--- src/rtl/mos_la_readout_seq.sv ---
// mos_la_readout_seq
//   Readout sequencer from the decoder result to the logic-analyzer bus.
//   When the decoder strobes a valid result, the block snapshots it and
//   streams it as WORD_W-bit words, least-significant word first, over a
//   valid/ready handshake. It also counts completed frames and results
//   dropped while busy, so the management core can read every result
//   without tearing.
//
// Ports
//   clk_i, rst_ni      system clock, asynchronous active-low reset
//   vdd, vss           power pins (only with USE_POWER_PINS)
//   enable_i           capture enable
//   clear_i            synchronous clear of overflow / drop / frame counters
//   result_valid_i     one-cycle strobe: decoder_result_i is valid
//   decoder_result_i   decoder result
//   word_o             current output word
//   word_idx_o         index of the current word (0..NWORDS-1)
//   word_valid_o       word_o is valid
//   word_ready_i       LA side accepts the word
//   frame_done_o       one-cycle pulse after the last word transfers
//   busy_o             a frame is in flight
//   overflow_o         sticky: at least one result was dropped
//   drop_cnt_o         number of dropped results, saturates at 255
//   frame_cnt_o        number of completed frames, wraps
//
// States
//   state | meaning
//   IDLE  | no frame in flight, waiting for an enabled result strobe
//   SEND  | presenting snapshot words on the LA handshake
module mos_la_readout_seq #(
    parameter int RESULT_W = 66,
    parameter int WORD_W   = 32,
    parameter int NWORDS   = 3,
    parameter int CNT_W    = 16
) (
`ifdef USE_POWER_PINS
    inout  wire                 vdd,
    inout  wire                 vss,
`endif
    input  logic                clk_i,
    input  logic                rst_ni,
    input  logic                enable_i,
    input  logic                clear_i,
    input  logic                result_valid_i,
    input  logic [RESULT_W-1:0] decoder_result_i,
    output logic [WORD_W-1:0]   word_o,
    output logic [1:0]          word_idx_o,
    output logic                word_valid_o,
    input  logic                word_ready_i,
    output logic                frame_done_o,
    output logic                busy_o,
    output logic                overflow_o,
    output logic [7:0]          drop_cnt_o,
    output logic [CNT_W-1:0]    frame_cnt_o
);

    typedef enum logic {IDLE, SEND} state_t;

    state_t                         state_q, state_d;
    logic [1:0]                     idx_q;
    logic [NWORDS-1:0][WORD_W-1:0]  snap_q;
    logic [NWORDS*WORD_W-1:0]       snap_d;
    logic                           frame_done_q;
    logic                           overflow_q;
    logic [7:0]                     drop_cnt_q;
    logic [CNT_W-1:0]               frame_cnt_q;

    logic sending, take, xfer, last_xfer, capture, drop;

    // A strobe that lands on the last-word transfer is captured directly,
    // so back-to-back frames have no idle bubble and are not drops.
    assign sending   = (state_q == SEND);
    assign take      = result_valid_i & enable_i;
    assign xfer      = sending & word_ready_i;
    assign last_xfer = xfer & (idx_q == 2'(NWORDS-1));
    assign capture   = take & (~sending | last_xfer);
    assign drop      = take & sending & ~last_xfer;

    // Zero-extend the result so bits above RESULT_W in the top word are 0.
    always_comb begin
        snap_d                 = '0;
        snap_d[RESULT_W-1:0]   = decoder_result_i;
    end

    // State register
    always_ff @(posedge clk_i or negedge rst_ni) begin
        if (!rst_ni) begin
            state_q <= IDLE;
        end else begin
            state_q <= state_d;
        end
    end

    // Next-state logic
    always_comb begin
        state_d = state_q;
        case (state_q)
            IDLE:    if (capture) state_d = SEND;
            SEND:    if (last_xfer && !capture) state_d = IDLE;
            default: state_d = IDLE;
        endcase
    end

    // Datapath and status registers
    always_ff @(posedge clk_i or negedge rst_ni) begin
        if (!rst_ni) begin
            snap_q       <= '0;
            idx_q        <= '0;
            frame_done_q <= 1'b0;
            overflow_q   <= 1'b0;
            drop_cnt_q   <= '0;
            frame_cnt_q  <= '0;
        end else begin
            if (capture) begin
                snap_q <= snap_d;
                idx_q  <= '0;
            end else if (xfer && !last_xfer) begin
                idx_q  <= idx_q + 2'd1;
            end

            frame_done_q <= last_xfer;

            // Clear takes priority over a coincident drop or completion.
            if (clear_i) begin
                overflow_q  <= 1'b0;
                drop_cnt_q  <= '0;
                frame_cnt_q <= '0;
            end else begin
                if (drop) begin
                    overflow_q <= 1'b1;
                    if (drop_cnt_q != 8'hFF) drop_cnt_q <= drop_cnt_q + 8'd1;
                end
                if (last_xfer) frame_cnt_q <= frame_cnt_q + 1'b1;
            end
        end
    end

    // Output logic
    always_comb begin
        busy_o       = sending;
        word_valid_o = sending;
        word_o       = snap_q[idx_q];
        word_idx_o   = idx_q;
        frame_done_o = frame_done_q;
        overflow_o   = overflow_q;
        drop_cnt_o   = drop_cnt_q;
        frame_cnt_o  = frame_cnt_q;
    end

endmodule

--- config.mk ---
export PLATFORM = sky130hd
export DESIGN_NAME = mos_la_readout_seq
export DESIGN_NICKNAME = d
export VERILOG_FILES = /design/src/rtl/mos_la_readout_seq.sv
export SDC_FILE = /design/constraint.sdc
export NUM_CORES = 1
export LEC_CHECK = 0
export CAP_MARGIN = 20
export CORE_MARGIN = 2
export CORE_UTILIZATION = 47
export CTS_BUF_LIST = sky130_fd_sc_hd__clkbuf_8 sky130_fd_sc_hd__clkbuf_16
export DETAILED_ROUTE_END_ITERATION = 7
export PLACE_DENSITY = 0.82
export SKIP_LAST_GASP = 1
export SLEW_MARGIN = 0
export SYNTH_ARGS = -nofsm -noshare
export SYNTH_HDL_FRONTEND = slang
export SYNTH_SLANG_ARGS = --single-unit
export TNS_END_PERCENT = 1
--- constraint.sdc ---
create_clock -name clk_i -period 3.1 [get_ports clk_i]
set_clock_uncertainty 0.15 [all_clocks]
set_input_delay 0.31 -clock clk_i [delete_from_list [all_inputs] [get_ports clk_i]]
set_output_delay 0.31 -clock clk_i [all_outputs]
set_load 0.01 [all_outputs]
; ---- Word-level counts from Yosys, hierarchy flattened
; Cells that the tools add are included.
[word_totals]
regBits = 95
input_bits = 72
output_inout_bits = 62
wordCells = 47
[classes]
n_addsub = 3
n_lt_le_gt_ge = 1
n_eq_ne = 2
mux = 14
n_bitwise = 9
n_reduce_logical = 9
[op_table]
columns = operator, count
row1 = $bmux W32 S2, 1
row2 = $mux W16, 2
row3 = $mux W32, 1
row4 = $mux W8, 3
row5 = $add A16 B1 Y16 const B, 1
row6 = $add A8 B1 Y8 const B, 1
row7 = $ne A8 B8 Y1 const B, 1
row8 = $reduce_bool A2 Y1, 4
row9 = $and A1 B1 Y1, 6
row10 = $mux W1, 4
row11 = $mux W2, 2
row12 = $lt A2 B3 Y1 const B, 1
row13 = $add A2 B1 Y2 const B, 1
row14 = $eq A2 B2 Y1 const B, 1
row15 = $logic_and A1 B1 Y1, 2
row16 = $logic_not A1 Y1, 2
row17 = $not A1 Y1, 2
row18 = $pmux W1 S2, 1
row19 = $reduce_and A2 Y1, 1
row20 = $or A1 B1 Y1, 1

; ---- Longest topological paths before layout
; Gate-level depths: netlist of the first run.
[depth]
ltp_word = 8
depth_mapped = 8
depth_no_buf = 7

; ---- Least setup slack after synthesis of the first run
; Ideal clock, no wire load.
[synth_timing]
path_kind = register to register
from = register idx_q[0] (netlist: word_idx_o[0])
to = register snap_q[29] in the netlist's numbering
setup_time_ns = 0.125
t_arrival_ns = 2.091
t_required_ns = 2.825
setup_slack_ns = 0.734
path_stages_with_launch = 9
n_path_buf = 3
synth_period_minus_slack_ns = 2.366
path_cell_list = dfrtp_1 clkbuf_1 inv_1 ha_1 nand3_1 a21oi_1 buf_2 buf_4 mux2_2
[synth_via]
elab_chain_cells = 4
[synth_lines]
columns = item, line_no
row1 = "start, declared", 60  ; logic [1:0] idx_q;
row2 = "start signal, assigned", 118  ; idx_q <= idx_q + 2'd1;
row3 = $eq A2 B2 Y1, 75  ; assign last_xfer = xfer & (idx_q == 2'(NWORDS-1));
row4 = $and A1 B1 Y1, 75
row5 = $or A1 B1 Y1, 76  ; assign capture = take & (~sending | last_xfer);
row6 = $and A1 B1 Y1, 76
row7 = "end signal, assigned", 115  ; snap_q <= snap_d;
row8 = "end, declared", 61  ; logic [NWORDS-1:0][WORD_W-1:0] snap_q;
; Every way passes these cells.
; A chain may end at the register's enable or synchronous reset.

; ---- Worst setup path after layout of the first run
[layout_timing]
from = register idx_q[0] (netlist: word_idx_o[0])
to = output port word_o[16]
[layout_via]
elab_chain_cells = 2
[layout_lines]
columns = item, line_no
row1 = $bmux W32 S2, 142  ; word_o = snap_q[idx_q];
row2 = $mux W32 (not written as such), 142
row3 = "end, declared", 46  ; output logic [WORD_W-1:0] word_o,
; Every way passes these cells. The select of a mux whose other input is x is not followed.

==> metrics.txt, run 1 <==
Critical Path Fanout Max 34; Peak Freq 391 MHz; CP startpoint kind register; CP Class register to output port; Yosys top cell by area dfrtp_1; top cells by area, synth dfrtp_1 55%, mux2_2 17%, mux2i_1 7.6%; share of the yosys chip area belonging to registers 0.546; Vias 3253; post-route clock period utilization 0.826; area delta synth->final 38.9%; most common cell in the netlist dfrtp_1; synth unique cells 27; crit end category output port; setup violators final 0; DRC 0; first-pass GRT wire length 15600 um; clk sink count 95; Worst Path Arrival 2100 ps; pin count of the biggest net entering global routing 69; final hold vios 0; share of the synthesized area in the top cell type 0.546; core area 9110 sq um; RSZ-0062 raised after global routing false; Yosys Warn Count 0; vias per cell 5.36; synthesized area per cell 12.0 sq um; Max Root-Sink Buffers 2; drt pass-1 iters 4; 1st-iter DRT viols 85; PD cells 844 nW/um^2; GR Overflow Total 0; type of the most critical hold path input port to async pin; Syn Inst Count 363; Synth Flop Type dfrtp_1; Peak supply drop 0.488 mV; Req. time, crit path 2640 ps; initial antenna violation count 0; synth cell count leaders 95 x dfrtp_1, 66 x mux2_2, 47 x nor2_1, 33 x mux2i_1, 16 x nand2_1; Initial Util 0.478; # H-tree levels 3; Net count, final 567; final setup TNS 0 ps; cts repair resizes 0; # fillers 704; post-synthesis register bit count 95; port buffer count 133; Synth async-reset ratio 1.00; Slew Limit Headroom 0.397; Leak 2.50 nW; die extent in x 100 um; Post-synth EDFFs 0; Routed WL per cell 16.0 um; final worst setup slack 540 ps; Top Ports 134; final WL 9740 um; Post-DP HPWL 6870 um; syn_nets 438; DP Worst Slack 696 ps; Worst-Skew Late Latency 350 ps; CTS tree done; post-route ant nets 0; max-cap viol count 0; Die Area 10000 sq um; Die Ht 100 um; ANT cells 0; Final min period 2560 ps; gr usage total 0.197; status completed; Slew Limit Fails 0; Synth Cell Area 4350 sq um; clk root buf clkbuf_8; vias in the first global route 3311; GPL Wtd Cong 0.827; fraction of layout cells with a size suffix above 1 0.179; placed inst area 5790 sq um; Worst-Margin Slew 900 ps; Clock transition at path regs 90 ps; Final Cell Area 6050 sq um; Row Count 35; Inserted Clock Buffers 9
==> state kept, by name (all words and copies together), names as in the netlist <==
signal / flops
busy_o: 1
overflow_o: 1
word_idx_o: 2
frame_done_o: 1
drop_cnt_o: 8
snap_q: 66
frame_cnt_o: 16
==> timing repair <==
| action | in CTS | in global routing |
|---|---|---|
| endpoints found under the hold margin | 45 | 0 |
| hold buffers | 1 | 0 |
| buffers inserted | 0 | 0 |
==> where the power goes <==
| group | total [mW] | internal (mW) | switching (mW) |
|---|---|---|---|
| Sequential | 1.99 | 1.71 | 0.278 |
| Clock | 0.978 | 0.573 | 0.404 |
| Combinational | 2.14 | 1.25 | 0.889 |
==> final timing paths <==
kind                          startpoint            end  slack, ps  cells after the start
setup / recovery           word_idx_o[0]     word_o[16]        540                      4
hold / removal                    rst_ni  drop_cnt_o[0]        350                      2
setup reg to reg           word_idx_o[1]     snap_q[39]        690                      5
hold reg to reg                snap_q[0]      snap_q[0]        360                      1
max in group asynchronous         rst_ni     snap_q[20]       1770                      3
min in group clk_i             snap_q[0]      snap_q[0]        360                      1
==> kinds of logic after synthesis <==
kind of cell	Yosys count	synth area share
AO/OA/AOI/OAI	29	0.0368
XOR/XNOR	12	0.0241
adder cells (fa/ha/maj)	3	0.00862
buffers and inverters	25	0.0262
flip-flops	95	0.546
multiplexers	99	0.247
AND/OR/NAND/NOR	100	0.112
==> worst max-delay path, stage by stage (launching register included) <==
cell	delay, ps
dfrtp_2	360
buf_4	490
mux2i_1	160
nor2_1	150
clkdlybuf4s50_1	570
==> routing by layer <==
metal  global-route usage  routed length, um  vias up
li1                     -                  -     1531
met4               0.0622                115        0
met2                0.323               4760       99
met1                0.255               4230     1611
met5                    0                  0        -
met3               0.0536                630       12
==> area by class of cell <==
cell class | count | area (sq um) | area share
timing repair buffer | 138 | 1390 | 0.230
clock inverter | 4 | 93.8 | 0.0155
clock buffer | 11 | 151 | 0.0250
tap | 111 | 139 | 0.0230
inverter | 5 | 18.8 | 0.00310
sequential | 95 | 2380 | 0.393
multi-input combinational | 243 | 1870 | 0.310
==> metrics by stage <==
step | std cells | total power [mW] | utilization | hold WS (ps)
2_1_floorplan | 363 | 3.20 | - | -136
3_5_place_dp | 591 | 4.16 | 0.636 | 211
3_3_place_gp | 591 | 4.10 | 0.636 | 197
4_1_cts | 607 | 5.16 | 0.664 | 365
5_1_grt | 607 | 5.43 | 0.664 | 383
6_report | 607 | 5.10 | 0.664 | 346
==> placed cells by master (no fill, tap or decap), drive strengths merged, types with 5 or more instances in the layout <==
| cell | netlist | layout |
|---|---|---|
| a21oi | 14 | 14 |
| buf | 10 | 5 |
| clkbuf | 10 | 11 |
| clkdlybuf4s50 | 0 | 132 |
| dfrtp | 95 | 95 |
| inv | 5 | 6 |
| mux2 | 66 | 66 |
| mux2i | 33 | 33 |
| nand2 | 16 | 16 |
| nand3 | 10 | 10 |
| nand4 | 6 | 6 |
| nor2 | 47 | 47 |
| o21ai | 9 | 9 |
| or3 | 8 | 8 |
| xnor2 | 7 | 7 |
| xor2 | 5 | 5 |
Power figures use the tool's default switching activity.
==> inputs of run 2 (changes only) <==
==> constraint.sdc (replaced) <==
create_clock -name clk_i -period 2.4 [get_ports clk_i]
set_clock_uncertainty 0.15 [all_clocks]
set_input_delay 0.24 -clock clk_i [delete_from_list [all_inputs] [get_ports clk_i]]
set_output_delay 0.24 -clock clk_i [all_outputs]
set_load 0.01 [all_outputs]
==> run 2 against run 1 <==
- setup slack lost 490 ps
- power grew 26%
- flip-flop and latch count is the same
- critical path depth is the same
- clock power grew 6%
- global-route usage grew 0.92 points
- first-iteration DRC count grew 15%
- utilization grew 0.16 points
- largest cell class unchanged
- highest routed layer unchanged
==> metrics.txt, run 2 (same netlist as run 1, synthesis figures left out) <==
status completed (unchanged); r2r setup slk 220 ps (was 690 ps); register with the most flip-flops snap_q (unchanged); RR Endpoint frame_cnt_o[15] (was snap_q[39]); Final Cell Area 6060 sq um (was 6050 sq um); port buffer count 133 (unchanged); core area 9110 sq um (unchanged); max incr delay on CP 570 ps (about the same); placed inst area 5840 sq um (was 5790 sq um); post-route clock period utilization 0.979; max reg flops 66 (unchanged); clk sink count 95 (unchanged); GR Overflow Total 0 (unchanged); CTS tree done (unchanged); Slew Limit Headroom 0.699 (was 0.397); die extent in x 100 um (unchanged); fraction of layout cells with a size suffix above 1 0.190 (was 0.179); Routed WL per cell 16.2 um (was 16.0 um); Inserted Clock Buffers 9 (unchanged); 1st-iter DRT viols 98 (was 85); Row Count 35 (unchanged); pin count of the biggest net entering global routing 45 (was 69); Slew Limit Fails 0 (unchanged); Post-DP HPWL 6940 um (was 6870 um); max-cap viol count 0 (unchanged); post-route ant nets 0 (unchanged); # H-tree levels 3 (unchanged); gr usage total 0.206 (was 0.197); setup violators final 0 (unchanged); Initial Util 0.478 (unchanged); Worst-Margin Slew 447 ps (was 900 ps); RR Startpoint word_idx_o[0] (was word_idx_o[1]); Worst-Skew Late Latency 360 ps (was 350 ps); R2R depth 6 (was 5); fin cells 612 (was 607); Worst Path Arrival 1960 ps (was 2100 ps); Max Root-Sink Buffers 2 (unchanged); Net count, final 571 (was 567); Inst Count DP 595 (was 591); most common cell after layout, fill and taps aside clkdlybuf4s50_1 (unchanged); Final min period 2350 ps; Top Ports 134 (unchanged); final hold vios 0 (unchanged); PD cells 1060 nW/um^2 (was 844 nW/um^2); worst-path cell chain buf_8 -> mux2i_1 -> nor2_1 -> clkdlybuf4s50_1 (was buf_4 -> mux2i_1 -> nor2_1 -> clkdlybuf4s50_1); Clock transition at path regs 100 ps (was 90 ps); RSZ-0062 raised after global routing true (was false); initial antenna violation count 0 (unchanged); first-pass GRT wire length 16300 um (was 15600 um); most frequent cells in the layout 132 x clkdlybuf4s50_1, 94 x dfrtp_1, 66 x mux2_2, 47 x nor2_1, 33 x mux2i_1 (unchanged); CP Buf/Inv Count 2 (unchanged); setup bufs post-CTS 0 (unchanged); Layout Utilization 0.666 (was 0.664); Critical Path Fanout Max 34 (unchanged); Peak Freq 426 MHz; Req. time, crit path 2010 ps (was 2640 ps); ANT cells 0 (unchanged); Die Ht 100 um (unchanged); drt pass-1 iters 4 (unchanged); CP startpoint kind register (unchanged); vias per cell 5.40 (was 5.36); Top Family by Delay on Critical Path buffers and inverters (unchanged); area delta synth->final 39.3% (was 38.9%); Peak supply drop 0.741 mV (was 0.488 mV); slowest CP cell clkdlybuf4s50_1 (unchanged); final WL 9890 um (was 9740 um); crit end category output port (unchanged); CP Class register to output port (unchanged); clk root buf clkbuf_8 (unchanged); vias in the first global route 3364 (was 3311); DRC 0 (unchanged); Vias 3306 (was 3253); Leak 2.50 nW (about the same); Die Area 10000 sq um (unchanged); GPL Wtd Cong 0.861 (was 0.827); type of the most critical hold path input port to async pin (unchanged)
==> run 2: final cells by class <==
class	count	area, sq um
Fill cell	717	3050
Timing Repair Buffer	142	1460
Multi-Input combinational cell	243	1870
Sequential cell	95	2380
Clock buffer	9	124
Inverter	5	18.8
Clock inverter	7	73.8
Tap cell	111	139
==> run 2: where the power goes <==
part	total [mW]	internal (mW)	leakage, nW	switching [mW]
combinational	2.85	1.66	1.22	1.18
clock	1.04	0.483	0.0992	0.558
sequential	2.55	2.21	1.18	0.339
total	6.44	4.36	2.50	2.08
==> run 2: metal layers <==
layer | track usage | share of wire | up-vias
li1 | - | - | 1539
met1 | 0.278 | 0.44 | 1646
met2 | 0.325 | 0.48 | 113
met3 | 0.0641 | 0.069 | 8
met4 | 0.0537 | 0.0075 | 0
met5 | 0 | 0 | -
==> run 2: how the worst max path moves through the flow <==
stage,depth (start not counted),to,startpoint,slack (ps)
2_1_floorplan,8,snap_q[29],word_idx_o[0],30
3_3_place_gp,5,snap_q[43],word_ready_i,210
3_5_place_dp,5,snap_q[63],word_ready_i,180
4_1_cts,4,word_o[1],word_idx_o[1],-30
5_1_grt,4,word_o[19],word_idx_o[0],-30
6_report,4,word_o[19],word_idx_o[0],50
==> run 2: worst reg2reg max path, stage by stage (launching register included) <==
cell and delay, ps:
dfrtp_2 420, inv_1 80, ha_1 280, nand4_4 170
or3_4 450, or4_1 400, a21oi_1 160
==> run 2: timing repair <==
action / CTS / global route
pin swaps: 0 / 0
endpoints found under the setup margin: 31 / 4
endpoints found under the hold margin: 24 / 0
hold buffers: 1 / 0
gates resized for setup: 2 / 3
==> run 2: through the flow <==
stage | setup slack (ps) | TNS [ps] | power [mW] | hold WS (ps)
6_report | 49.9 | 0 | 6.44 | 187
5_1_grt | -25.8 | -38.5 | 6.89 | 205
4_1_cts | -27.0 | -27.0 | 6.48 | 183
3_5_place_dp | 180 | 0 | 5.40 | 35.8
3_3_place_gp | 214 | 0 | 5.31 | 25.1
2_1_floorplan | 34.5 | 0 | 4.14 | -206
